**config.mk**
```make
export PLATFORM = sky130hd
export DESIGN_NAME = instr_loader
export DESIGN_NICKNAME = d
export VERILOG_FILES = /design/src/rtl/instr_loader.sv
export SDC_FILE = /design/constraint.sdc
export NUM_CORES = 1
export LEC_CHECK = 0
export ABC_CLOCK_PERIOD_IN_PS = 3000
export BUFFER_PORTS_ARGS = -buffer_cell sky130_fd_sc_hd__clkbuf_2
export CAP_MARGIN = 10
export CORE_MARGIN = 10
export CORE_UTILIZATION = 45
export DETAILED_ROUTE_END_ITERATION = 6
export PLACE_DENSITY = 0.66
export SYNTH_ARGS = -nofsm -noshare
export SYNTH_HDL_FRONTEND = slang
export SYNTH_SLANG_ARGS = --single-unit
```
**constraint.sdc**
```tcl
create_clock -name clk -period 3 [get_ports clk]
set_input_delay 0.45 -clock clk [delete_from_list [all_inputs] [get_ports clk]]
set_output_delay 0.45 -clock clk [all_outputs]
set_load 0.005 [all_outputs]
```
**src/rtl/instr_loader.sv**
```systemverilog
// Serial-byte loader: parses HEADER/LEN/data/CSUM frames into 16-bit instruction memory writes.
// Each write lands one cycle after its low byte; in_ready drops for that single WRITE cycle only.
module instr_loader #(
  parameter int         ADDR_WIDTH    = 10,
  parameter logic [7:0] HEADER        = 8'hA5,
  parameter logic       HOLD_AT_RESET = 1'b0
) (
  input  logic                  clk,
  input  logic                  reset,
  input  logic [7:0]            in_data,
  input  logic                  in_valid,
  output logic                  in_ready,
  output logic                  wr_en,
  output logic [ADDR_WIDTH-1:0] wr_addr,
  output logic [15:0]           wr_data,
  output logic                  cpu_hold,
  output logic                  loaded,
  output logic                  err
);

  typedef enum logic [3:0] {
    IDLE   = 4'd0,
    LEN_H  = 4'd1,
    LEN_L  = 4'd2,
    DATA_H = 4'd3,
    DATA_L = 4'd4,
    WRITE  = 4'd5,
    CHECK  = 4'd6,
    DONE   = 4'd7,
    ERROR  = 4'd8
  } state_t;

  // One extra bit so a full-depth frame can count to 2**ADDR_WIDTH without wrapping.
  localparam logic [16:0] DEPTH = 17'(1) << ADDR_WIDTH;

  state_t                state, state_n;
  logic [7:0]            len_h;
  logic [15:0]           len;
  logic [ADDR_WIDTH:0]   count;
  logic [ADDR_WIDTH:0]   count_inc;
  logic [7:0]            csum;
  logic [7:0]            hi;
  logic [15:0]           len_now;
  logic                  acc;

  assign acc       = in_valid & in_ready;
  assign len_now   = {len_h, in_data};
  assign count_inc = count + {{ADDR_WIDTH{1'b0}}, 1'b1};

  always_ff @(posedge clk or posedge reset) begin
    if (reset) state <= IDLE;
    else       state <= state_n;
  end

  always_comb begin
    state_n = state;
    case (state)
      IDLE:   if (acc && in_data == HEADER) state_n = LEN_H;
      LEN_H:  if (acc) state_n = LEN_L;
      LEN_L: begin
        if (acc) begin
          if (17'(len_now) > DEPTH)  state_n = ERROR;
          else if (len_now == 16'd0) state_n = CHECK;
          else                       state_n = DATA_H;
        end
      end
      DATA_H: if (acc) state_n = DATA_L;
      DATA_L: if (acc) state_n = WRITE;
      WRITE:  state_n = (17'(count_inc) == 17'(len)) ? CHECK : DATA_H;
      CHECK:  if (acc) state_n = (in_data == csum) ? DONE : ERROR;
      DONE:   state_n = IDLE;
      ERROR:  state_n = IDLE;
      default: state_n = IDLE;
    endcase
  end

  always_comb begin
    in_ready = (state != WRITE);
    wr_en    = (state == WRITE);
  end

  // Frame datapath and sticky status; an in-frame HEADER byte is just data here.
  always_ff @(posedge clk or posedge reset) begin
    if (reset) begin
      len_h    <= 8'd0;
      len      <= 16'd0;
      count    <= '0;
      csum     <= 8'd0;
      hi       <= 8'd0;
      wr_addr  <= '0;
      wr_data  <= 16'd0;
      cpu_hold <= HOLD_AT_RESET;
      loaded   <= 1'b0;
      err      <= 1'b0;
    end else begin
      case (state)
        IDLE: begin
          if (acc && in_data == HEADER) begin
            cpu_hold <= 1'b1;
            loaded   <= 1'b0;
            err      <= 1'b0;
            csum     <= 8'd0;
            count    <= '0;
          end
        end
        LEN_H: if (acc) len_h <= in_data;
        LEN_L: if (acc) len <= len_now;
        DATA_H: begin
          if (acc) begin
            hi   <= in_data;
            csum <= csum ^ in_data;
          end
        end
        DATA_L: begin
          if (acc) begin
            csum    <= csum ^ in_data;
            wr_data <= {hi, in_data};
            wr_addr <= count[ADDR_WIDTH-1:0];
          end
        end
        WRITE: count <= count_inc;
        DONE: begin
          loaded   <= 1'b1;
          cpu_hold <= 1'b0;
        end
        ERROR: begin
          err      <= 1'b1;
          cpu_hold <= 1'b1;
        end
        default: ;
      endcase
    end
  end

endmodule

```
==> results of run 1 <==
==> path summary, 6_finish.rpt <==
path | to | from
max | state[0]$_DFFE_PP0P_ | count[0]$_DFFE_PP0P_
min | wr_data[5]$_DFFE_PP0P_ | reset
max reg2reg | state[0]$_DFFE_PP0P_ | count[0]$_DFFE_PP0P_
min reg2reg | wr_addr[3]$_DFFE_PP0P_ | wr_addr[3]$_DFFE_PP0P_
max in group asynchronous | wr_addr[8]$_DFFE_PP0P_ | reset
min in group clk | state[1]$_DFFE_PP0P_ | in_valid
==> layout by cell type (no fill, tap or decap), drive strengths merged, types with 2 or more instances in the layout <==
cell / count
nor3b: 9
and3: 2
o31ai: 4
nand3: 9
o41ai: 2
a211o: 3
nand2: 20
nor2: 19
bufinv: 2
nor4: 6
nand4: 4
a21o: 9
a21oi: 8
mux2i: 2
dfrtp: 84
xor2: 14
clkinv: 2
mux2: 57
o21ai: 26
nand2b: 4
nor3: 7
and4: 2
o22ai: 2
or4: 3
inv: 4
and2: 3
buf: 6
a31oi: 5
clkbuf: 54
nor2b: 3
xnor2: 8
nand3b: 2
or3: 3
==> per-layer routing <==
layer | share of wire | routed length [um] | track usage | up-vias
met5 | 0 | 0 | 0 | -
met2 | 0.47 | 4070 | 0.215 | 57
li1 | - | - | - | 1375
met4 | 0.016 | 138 | 0.0528 | 0
met1 | 0.46 | 3950 | 0.171 | 1449
met3 | 0.053 | 455 | 0.0375 | 11
==> state kept, by name, summed over array words and instances (netlist names) <==
signal	count
count	11
cpu_hold	1
csum	8
err	1
hi	8
len	16
len_h	8
loaded	1
state	4
wr_addr	10
wr_data	16
==> power groups by stage <==
stage          logic [mW]  clock network, mW  registers (mW)
2_1_floorplan        1.18                  0            1.87
3_3_place_gp         1.39                  0            2.02
3_5_place_dp         1.42                  0            2.04
4_1_cts              1.42              0.918            2.02
5_1_grt              1.57              0.962            2.10
6_report             1.40              0.901            2.02
==> metrics by stage <==
stage	power [mW]	cell area (um2)	hold slack [ns]	setup WS (ns)
4_1_cts	4.36	4610	0.139	0.556
3_3_place_gp	3.41	4390	0.468	0.667
6_report	4.32	4610	0.125	0.575
5_1_grt	4.63	4610	0.164	0.383
3_5_place_dp	3.46	4390	0.481	0.584
2_1_floorplan	3.05	4080	0.473	0.385
==> synthesized netlist by cell type, types with 2 or more instances <==
| cell | instances | area, um2 |
|---|---|---|
| and2_1 | 3 | 18.8 |
| xor2_1 | 14 | 123 |
| nor3_1 | 5 | 25.0 |
| and3_1 | 2 | 12.5 |
| a211o_1 | 2 | 17.5 |
| nor4_1 | 5 | 31.3 |
| inv_1 | 4 | 15.0 |
| a21o_1 | 9 | 67.6 |
| nor3b_1 | 8 | 60.1 |
| nor2_1 | 19 | 71.3 |
| nand4_1 | 4 | 25.0 |
| o21ai_1 | 3 | 15.0 |
| o41ai_1 | 2 | 17.5 |
| nand3b_1 | 2 | 15.0 |
| o31ai_1 | 4 | 30.0 |
| nand2b_1 | 4 | 25.0 |
| dfrtp_1 | 84 | 2100 |
| a21oi_1 | 8 | 40.0 |
| mux2_2 | 57 | 642 |
| nor2b_1 | 3 | 18.8 |
| nand2_1 | 20 | 75.1 |
| and4_1 | 2 | 17.5 |
| or3_1 | 3 | 18.8 |
| or4_1 | 2 | 15.0 |
| o21ai_0 | 23 | 115 |
| o22ai_1 | 2 | 12.5 |
| clkbuf_1 | 15 | 56.3 |
| nor3_2 | 2 | 20.0 |
| buf_2 | 4 | 20.0 |
| nand3_1 | 9 | 45.0 |
| a31oi_1 | 5 | 31.3 |
| xnor2_1 | 8 | 70.1 |
==> cell families (layout without fill, tap and decap cells) <==
logic type,after synthesis,count (layout),synth area share
xor gates and xnor gates,22,22,0.0472
DFF,84,84,0.515
AOI/OAI and AO/OA,68,68,0.108
adders and majority gates,1,1,0.00306
buffers and inverters,25,68,0.0242
and+or+nand+nor,99,99,0.137
muxes,59,59,0.165
==> area by class of cell <==
cell class                      instances  share of cell area
Multi-Input combinational cell        249               0.408
Clock buffer                           13              0.0323
Sequential cell                        84               0.456
Clock inverter                          3              0.0149
Tap cell                              108              0.0293
Timing Repair Buffer                   47              0.0543
Inverter                                5             0.00435
==> key figures, run 1 <==
Setup path
  – Critical Path Max Stage Delay: 0.46 ns
  – Number of stages on the worst setup path: 7
  – Crit-path slowest cell: dfrtp_1
  – Crit start category: flip-flop
  – R2R depth: 7
  – CP arrival: 2.66 ns
  – Buf+Inv Stages, Crit Path: 0
  – Top delay family on crit path: compound AO/OA/AOI/OAI gates
  – Worst reg2reg setup slack: 0.58 ns
  – Cell Chain, Critical Path: ha_1 > nand3_1 > nor2_1 > a211o_2 > a2111oi_2 > o211ai_1 > a211o_1
  – Crit-path max FO: 8
  – Critical Path RT: 3.23 ns
  – Critical path endpoint category: flip-flop
  – Setup CP Type: flip-flop to flip-flop

Clock tree
  – # H-tree levels: 3
  – CTS Buf Count: 9
  – Root Driver: clkbuf_8
  – Worst skew pair latency: 0.35 ns
  – CTS clk-pin slew, worst paths: 0.08 ns
  – CTS Buffer Depth: 2
  – Cts hold-fix bufs: 0
  – CTS sink count: 84
  – CTS tree: done
  – Post-CTS sizing: 0
  – Post-CTS Setup Inserts: 0

Synth
  – Mapped Nets: 370
  – Synthesis Warnings: 0
  – Synth Instances: 358
  – Cell Area, Synth: 0.00408 mm2
  – Prevailing post-synth register cell: dfrtp_1
  – Post-synth EDFFs: 0
  – Mapped Avg Cell Area: 11.4 um2
  – Netlist cell types: 53
  – Yosys reg bits: 84
  – Post-synth ARST share: 1.00
  – Post-synthesis sequential area ratio: 0.515

Die
  – Core ar.: 0.00876 mm2
  – Die area: 0.0133 mm2
  – Top Ports: 42
  – Vert. Die Dim: 115 um
  – DIE WIDTH: 115 um
  – Starting Density: 0.466
  – Rows: 34

Timing
  – Final hold viol count: 0
  – Peak Freq: 412 MHz
  – Final min period: 2.42 ns
  – RSZ-0062 raised after global routing: no
  – TNS Setup: 0 ns
  – Tcrit/Tclk final: 0.808
  – Worst Clk Skew: 0.00646 ns
  – Worst-margin pin slew: 0.744 ns
  – Final setup viols: 0
  – Slew margin rel.: 0.503
  – Count of final max-slew check failures: 0

Pwr
  – Psw: 1.48 mW
  – Sw frac: 0.342
  – Cell Pwr Density: 939 mW/mm2
  – Sequential share of power: 0.468
  – VDD IR-drop max: 413 uV
  – Comb pwr share: 0.324
  – Clk pwr share: 0.208
  – Leakage: 2.11 nW
  – Int Power: 2.85 mW

Layout
  – Syn-to-layout area delta: 12.8%
  – Multi-input gate area: 0.00188 mm2
  – Final #Nets: 408
  – Cell Count, Final, Fillers Out: 509
  – Fillers: 789
  – Antenna diode count: 0
  – Final core utilization: 0.526
  – Register Area: 0.00210 mm2
  – Layout cells sized above 1: 0.317

Outcome
  – Status: complete, no violations

Route
  – Routed length per instance: 16.9 um
  – ANT nets after route: 0
  – Drt total wl: 8610 um
  – Initial drt markers: 111
  – DR DRC count: 0
  – Vias per cell: 5.68
  – Pre-antenna DRT Iters: 4
  – Via count: 2,892

Place
  – GPL Wtd Cong: 0.866
  – DP Cell Count: 493
  – Post-DP HPWL: 6130 um
  – IO buf count: 41

Global route
  – Largest net degree at the start of global routing: 37
  – Initial antenna violation count: 0
  – GRT overflow: 0
  – All-Layer GR Usage: 0.135
  – First-pass GRT wire length: 14,600 um
  – Vias in the first global route: 2,937

Flow run
  – Max Cap Viol: 0

Hold path
  – Hold WC Path Type: primary input to async pin
No activity file was read; power rests on OpenSTA's default activity.
==> run 2: changes to the inputs <==
--- a/config.mk
+++ b/config.mk
@@ -5,13 +5,13 @@
 export SDC_FILE = /design/constraint.sdc
 export NUM_CORES = 1
 export LEC_CHECK = 0
-export ABC_CLOCK_PERIOD_IN_PS = 3000
+export ABC_CLOCK_PERIOD_IN_PS = 2000
 export BUFFER_PORTS_ARGS = -buffer_cell sky130_fd_sc_hd__clkbuf_2
 export CAP_MARGIN = 10
 export CORE_MARGIN = 10
 export CORE_UTILIZATION = 45
 export DETAILED_ROUTE_END_ITERATION = 6
-export PLACE_DENSITY = 0.66
+export PLACE_DENSITY = 0.68
 export SYNTH_ARGS = -nofsm -noshare
 export SYNTH_HDL_FRONTEND = slang
 export SYNTH_SLANG_ARGS = --single-unit
==> constraint.sdc (replaced) <==
create_clock -name clk -period 2 [get_ports clk]
set_input_delay 0.3 -clock clk [delete_from_list [all_inputs] [get_ports clk]]
set_output_delay 0.3 -clock clk [all_outputs]
set_load 0.005 [all_outputs]
==> run 2 against run 1 <==
Against the previous run: setup slack got worse by 0.57 ns; critical path depth did not move; non-clock buffer count up 46; cell count up 9.0%; core utilization up 5.4 points; power is 64% higher; register-to-register slack worse by 0.57 ns; wire length increased by 8.8%; sequential cell count unchanged; first-iteration DRC count shrank 34%; largest power group unchanged.
==> key figures, run 2 (synthesized netlist as in run 1, its figures left out) <==
Die
  – Top Ports: 42 (unchanged)
  – Core ar.: 0.00876 mm2 (unchanged)
  – Vert. Die Dim: 115 um (unchanged)
  – Die area: 0.0133 mm2 (unchanged)
  – Rows: 34 (unchanged)
  – Starting Density: 0.466 (unchanged)
  – DIE WIDTH: 115 um (unchanged)

Pwr
  – Comb pwr share: 0.397 (+0.073)
  – VDD IR-drop max: 611 uV (+48%)
  – Overall power: 7.10 mW (+64%)
  – Int Power: 4.60 mW (+62%)
  – Leakage: 2.35 nW (+11%)
  – Clk pwr share: 0.197 (-0.011)
  – Sw frac: 0.351 (+0.00944)
  – Psw: 2.50 mW (+69%)
  – Cell Pwr Density: 1400 mW/mm2 (+49%)
  – Sequential share of power: 0.406 (-0.062)

Timing
  – Final min period: 2.00 ns (-0.427 ns)
  – Count of final max-slew check failures: 0 (unchanged)
  – RSZ-0062 raised after global routing: yes
  – Final WS setup: 0.00206 ns (-0.573 ns)
  – Slew margin rel.: 0.657 (+0.154)
  – Hold slack: 0.269 ns (+0.144 ns)
  – Peak Freq: 501 MHz (+21%)
  – Final hold viol count: 0 (unchanged)
  – TNS Setup: 0 ns (unchanged)
  – Final setup viols: 0 (unchanged)
  – Tcrit/Tclk final: 0.999 (+0.191)
  – Worst Clk Skew: 0.0186 ns (+0.0122 ns)
  – Worst-margin pin slew: 0.514 ns (-0.230 ns)

Global route
  – First-pass GRT wire length: 15,900 um (+9.0%)
  – Initial antenna violation count: 0 (unchanged)
  – Largest net degree at the start of global routing: 28 (-24%)
  – GRT overflow: 0 (unchanged)
  – Vias in the first global route: 3,183 (+8.4%)
  – All-Layer GR Usage: 0.148 (+0.0126)

Place
  – DP Cell Count: 536 (+8.7%)
  – Post-DP HPWL: 6700 um (+9.3%)
  – Dpl ws: -0.0851 ns (-0.669 ns)
  – GPL Wtd Cong: 0.884 (+2.1%)
  – IO buf count: 41 (unchanged)
  – Placed Area: 0.00475 mm2 (+8.3%)

Setup path
  – Top delay family on crit path: compound AO/OA/AOI/OAI gates
  – Worst reg2reg setup slack: 0.002 ns (-0.57 ns)
  – Crit-path max FO: 4 (-4)
  – Crit-path slowest cell: dfrtp_2
  – Cell Chain, Critical Path: ha_4 > nand3_4 > nor2_1 > a211o_2 > a2111oi_4 > o211ai_1 > a211o_1
  – Crit path from: count[0]$_DFFE_PP0P_
  – Critical Path RT: 2.25 ns (-0.98 ns)
  – CP arrival: 2.24 ns (-0.42 ns)
  – R2R depth: 7 (unchanged)
  – Buf+Inv Stages, Crit Path: 0 (unchanged)
  – Crit start category: flip-flop
  – Setup CP Type: flip-flop to flip-flop
  – Critical Path Max Stage Delay: 0.44 ns (-0.02 ns)
  – FF-to-FF End: state[0]$_DFFE_PP0P_
  – R2r startpoint: count[0]$_DFFE_PP0P_
  – Critical path endpoint category: flip-flop

Route
  – Vias per cell: 5.57 (-2.0%)
  – Pre-antenna DRT Iters: 4 (unchanged)
  – Drt total wl: 9370 um (+8.8%)
  – ANT nets after route: 0 (unchanged)
  – Routed length per instance: 16.9 um (-0.24%)
  – Initial drt markers: 73 (-34%)
  – DR DRC count: 0 (unchanged)
  – Via count: 3,089 (+6.8%)

Hold path
  – Worst hold start: in_valid
  – Hold Path Stages: 2
  – Hold WC Path Type: primary input to flip-flop
  – Hold endpoint: state[1]$_DFFE_PP0P_

Clock tree
  – Root Driver: clkbuf_8
  – CTS Buf Count: 9 (unchanged)
  – CTS clk-pin slew, worst paths: 0.10 ns (+0.02 ns)
  – CTS tree: done
  – CTS sink count: 84 (unchanged)
  – # H-tree levels: 3 (unchanged)
  – Worst skew pair latency: 0.37 ns (+0.02 ns)
  – CTS Buffer Depth: 2 (unchanged)

Layout
  – Fillers: 734 (-7.0%)
  – Leading registers by flop count: len (16), wr_data (16), count (11)
  – Final #Nets: 454 (+11%)
  – Syn-to-layout area delta: 24.4%
  – Most frequent cells in the layout: dfrtp_1, mux2_2, buf_4
  – Design area: 0.00508 mm2 (+10%)
  – Most common cell after layout, fill and taps aside: dfrtp_1
  – Antenna diode count: 0 (unchanged)
  – Cell Count, Final, Fillers Out: 555 (+9.0%)
  – Layout cells sized above 1: 0.418 (+0.102)
  – Final core utilization: 0.580 (+0.0538)

Outcome
  – Status: complete, no violations

Flow run
  – Max Cap Viol: 0 (unchanged)
## run 2: cell types whose count changed in the layout (fill, tap and decap cells not counted), sizes merged
cell / change
clkinvlp: +1
clkbuf: -4
dlygate4sd3: +1
buf: +45
inv: +3
## run 2: area by class of cell
cell class	instances	area [um2]	share of cell area
flip-flops and latches	84	2100	0.414
repair buffers	93	622	0.122
inverters	5	22.5	0.00443
clock inverters	7	103	0.0202
well taps	108	135	0.0266
multi-input cells	249	1970	0.388
clock buffers	9	124	0.0244
## run 2: per-layer routing
layer  wire length [um]  vias to the layer above  global-route usage
met1               4200                     1533               0.190
met5                  0                        -                   0
met2               4460                       64               0.233
met3                553                       14              0.0427
li1                   -                     1478                   -
met4                153                        0              0.0536
## run 2: power by group through the flow
stage / combinational [mW] / clock (mW) / sequential [mW]
global placement: 2.65 / 0 / 2.87
detailed placement: 2.72 / 0 / 2.91
finish: 2.82 / 1.40 / 2.88
global route: 3.13 / 1.50 / 2.97
floorplan: 1.80 / 0 / 2.82
CTS: 2.82 / 1.43 / 2.88
## run 2: how the worst max path moves through the flow
stage                           end  cells after the start
2_1_floorplan  state[0]$_DFFE_PP0P_                      7
3_3_place_gp   state[0]$_DFFE_PP0P_                      6
3_5_place_dp   state[0]$_DFFE_PP0P_                      6
4_1_cts        state[2]$_DFFE_PP0P_                      6
5_1_grt        state[0]$_DFFE_PP0P_                      6
6_report       state[0]$_DFFE_PP0P_                      7
## run 2: what timing repair did
action	4_1_cts	5_1_grt
resized for setup	9	4
endpoints found under the setup margin	11	4
pin swaps	10	7
hold buffers	1	0
gates cloned	0	0
hold endpoints to repair	20	0
setup buffers	2	0
==> run 3: changes to the inputs <==
--- a/config.mk
+++ b/config.mk
@@ -10,6 +10,7 @@
 export CAP_MARGIN = 10
 export CORE_MARGIN = 10
 export CORE_UTILIZATION = 45
+export CTS_BUF_LIST = sky130_fd_sc_hd__clkbuf_16
 export DETAILED_ROUTE_END_ITERATION = 6
 export PLACE_DENSITY = 0.68
 export SYNTH_ARGS = -nofsm -noshare
==> run 3 against run 2 <==
Against the previous run: the run now ends with negative setup slack left; count of clock-buffer cells in the layout unchanged; cell area increased by 2.5%; via count up 0.97%; cell count grew 0.18%; fmax down 0.63%; power increased by 7.0%; setup slack got worse by 0.013 ns; critical path type unchanged; largest cell class unchanged; largest power group unchanged; highest routed layer unchanged.
==> key figures, run 3 (synthesized netlist as in run 1, its figures left out) <==
Setup path
  – Setup CP Type: flip-flop to flip-flop
  – Crit start category: flip-flop
  – CP arrival: 2.27 ns (+0.03 ns)
  – Critical path endpoint category: flip-flop
  – Crit-path max FO: 3 (-1)
  – R2R depth: 6 (-1)
  – Critical Path RT: 2.26 ns (about the same)

Layout
  – Final #Nets: 455 (+0.22%)
  – Leading registers by flop count: len (16), wr_data (16), count (11)
  – Layout cells sized above 1: 0.424 (+0.00576)
  – Most frequent cells in the layout: dfrtp_1, mux2_2, buf_4
  – Fillers: 722 (-1.6%)
  – Most common cell after layout, fill and taps aside: dfrtp_1
  – Syn-to-layout area delta: 27.5%
  – Design area: 0.00520 mm2 (+2.5%)
  – Cell Count, Final, Fillers Out: 556 (+0.18%)
  – Antenna diode count: 0 (unchanged)

Route
  – Routed length per instance: 17.0 um (+0.75%)
  – ANT nets after route: 0 (unchanged)
  – DR DRC count: 0 (unchanged)
  – Initial drt markers: 64 (-12%)
  – Vias per cell: 5.61 (+0.79%)
  – Drt total wl: 9460 um (+0.93%)
  – Via count: 3,119 (+0.97%)
  – Pre-antenna DRT Iters: 4 (unchanged)

Pwr
  – Overall power: 7.59 mW (+7.0%)
  – Cell Pwr Density: 1460 mW/mm2 (+4.4%)
  – Leakage: 2.40 nW (+2.3%)
  – VDD IR-drop max: 669 uV (+9.4%)

Timing
  – Final WS setup: -0.0107 ns (-0.0128 ns)
  – Count of final max-slew check failures: 0 (unchanged)
  – Peak Freq: 497 MHz (-0.63%)
  – Final hold viol count: 0 (unchanged)
  – Final min period: 2.01 ns (+0.0128 ns)
  – Worst Clk Skew: 0.0131 ns (-0.00554 ns)
  – Worst-margin pin slew: 0.519 ns (+0.00486 ns)
  – RSZ-0062 raised after global routing: yes
  – Final setup viols: 1 (+1)
  – Slew margin rel.: 0.653 (-0.00325)
  – Tcrit/Tclk final: 1.01 (+0.00638)

Clock tree
  – Worst skew pair latency: 0.34 ns (-0.03 ns)
  – CTS Buffer Depth: 2 (unchanged)
  – CTS clk-pin slew, worst paths: 0.06 ns (-0.04 ns)
  – CTS Buf Count: 9 (unchanged)
  – CTS tree: done
  – # H-tree levels: 3 (unchanged)
  – CTS sink count: 84 (unchanged)
  – Root Driver: clkbuf_16

Outcome
  – Failing checks: negative setup slack
  – Status: finished, violations left

Global route
  – Initial antenna violation count: 0 (unchanged)
  – Largest net degree at the start of global routing: 28 (unchanged)
  – All-Layer GR Usage: 0.149 (+0.00109)
  – Vias in the first global route: 3,224 (+1.3%)
  – First-pass GRT wire length: 16,000 um (+1.0%)
  – GRT overflow: 0 (unchanged)

Place
  – DP Cell Count: 536 (unchanged)
  – Dpl ws: -0.0851 ns (unchanged)
  – GPL Wtd Cong: 0.884 (unchanged)
  – IO buf count: 41 (unchanged)
  – Placed Area: 0.00475 mm2 (unchanged)
  – Post-DP HPWL: 6700 um (unchanged)

Die
  – Starting Density: 0.466 (unchanged)
  – Die area: 0.0133 mm2 (unchanged)
  – DIE WIDTH: 115 um (unchanged)
  – Top Ports: 42 (unchanged)
  – Core ar.: 0.00876 mm2 (unchanged)
  – Rows: 34 (unchanged)
  – Vert. Die Dim: 115 um (unchanged)

Flow run
  – Max Cap Viol: 0 (unchanged)

Hold path
  – Hold Path Stages: 2 (unchanged)
  – Hold WC Path Type: primary input to flip-flop
==> run 3: worst paths after layout <==
path                                        start                      to  slack [ns]
min in group asynchronous                   reset       hi[5]$_DFFE_PP0P_        0.54
hold / removal                           in_valid    state[1]$_DFFE_PP0P_        0.29
hold reg to reg            wr_addr[3]$_DFFE_PP0P_  wr_addr[3]$_DFFE_PP0P_        0.48
max in group asynchronous                   reset     csum[6]$_DFFE_PP0P_        0.82
setup reg to reg             len_h[5]$_DFFE_PP0P_    state[2]$_DFFE_PP0P_       -0.01
setup / recovery             len_h[5]$_DFFE_PP0P_    state[2]$_DFFE_PP0P_       -0.01
==> run 3: repair_timing <==
| action | CTS | global route |
|---|---|---|
| pin swaps | 10 | 6 |
| setup endpoints to repair | 11 | 14 |
| setup buffers | 1 | 2 |
| endpoints found under the hold margin | 20 | 0 |
| hold buffers | 1 | 0 |
| resized for setup | 4 | 14 |
==> run 3: area by class of cell <==
| class | count | area (um2) | area share |
|---|---|---|---|
| Clock buffer | 9 | 225 | 0.0433 |
| Clock inverter | 7 | 103 | 0.0197 |
| Inverter | 5 | 22.5 | 0.00433 |
| Multi-Input combinational cell | 249 | 1980 | 0.380 |
| Sequential cell | 84 | 2100 | 0.404 |
| Tap cell | 108 | 135 | 0.0260 |
| Timing Repair Buffer | 94 | 634 | 0.122 |
==> run 3: critical path, stage by stage (launching register included) <==
cell and delay, ns:
dfrtp_1 0.38, or4_4 0.55, or3b_4 0.39, or3_1 0.31, a31oi_1 0.17, a21oi_1 0.06
o21ai_1 0.08
==> run 3: power breakdown <==
part           total [mW]  leakage [nW]  switching [mW]  internal [mW]
Combinational        2.85          1.19            1.33           1.53
Sequential           2.89          1.05           0.515           2.38
Clock                1.84         0.163           0.730           1.11
Total                7.59          2.40            2.57           5.02
==> run 3: metal layers <==
layer	part of all wire	GRT usage	vias to the layer above	routed length (um)
met2	0.47	0.241	83	4490
met3	0.068	0.0448	14	643
met5	0	0	-	0
met4	0.017	0.0487	0	160
li1	-	-	1479	-
met1	0.44	0.186	1543	4170
==> run 3: metrics by stage <==
| stage | util | TNS [ns] | hold WS, ns |
|---|---|---|---|
| finish | 0.594 | -0.0107 | 0.291 |
| global route | 0.594 | -0.140 | 0.296 |
| CTS | 0.585 | -0.286 | 0.278 |
| detailed placement | 0.542 | -0.315 | 0.349 |
| global placement | 0.542 | -0.0974 | 0.342 |
| floorplan | - | 0 | 0.451 |
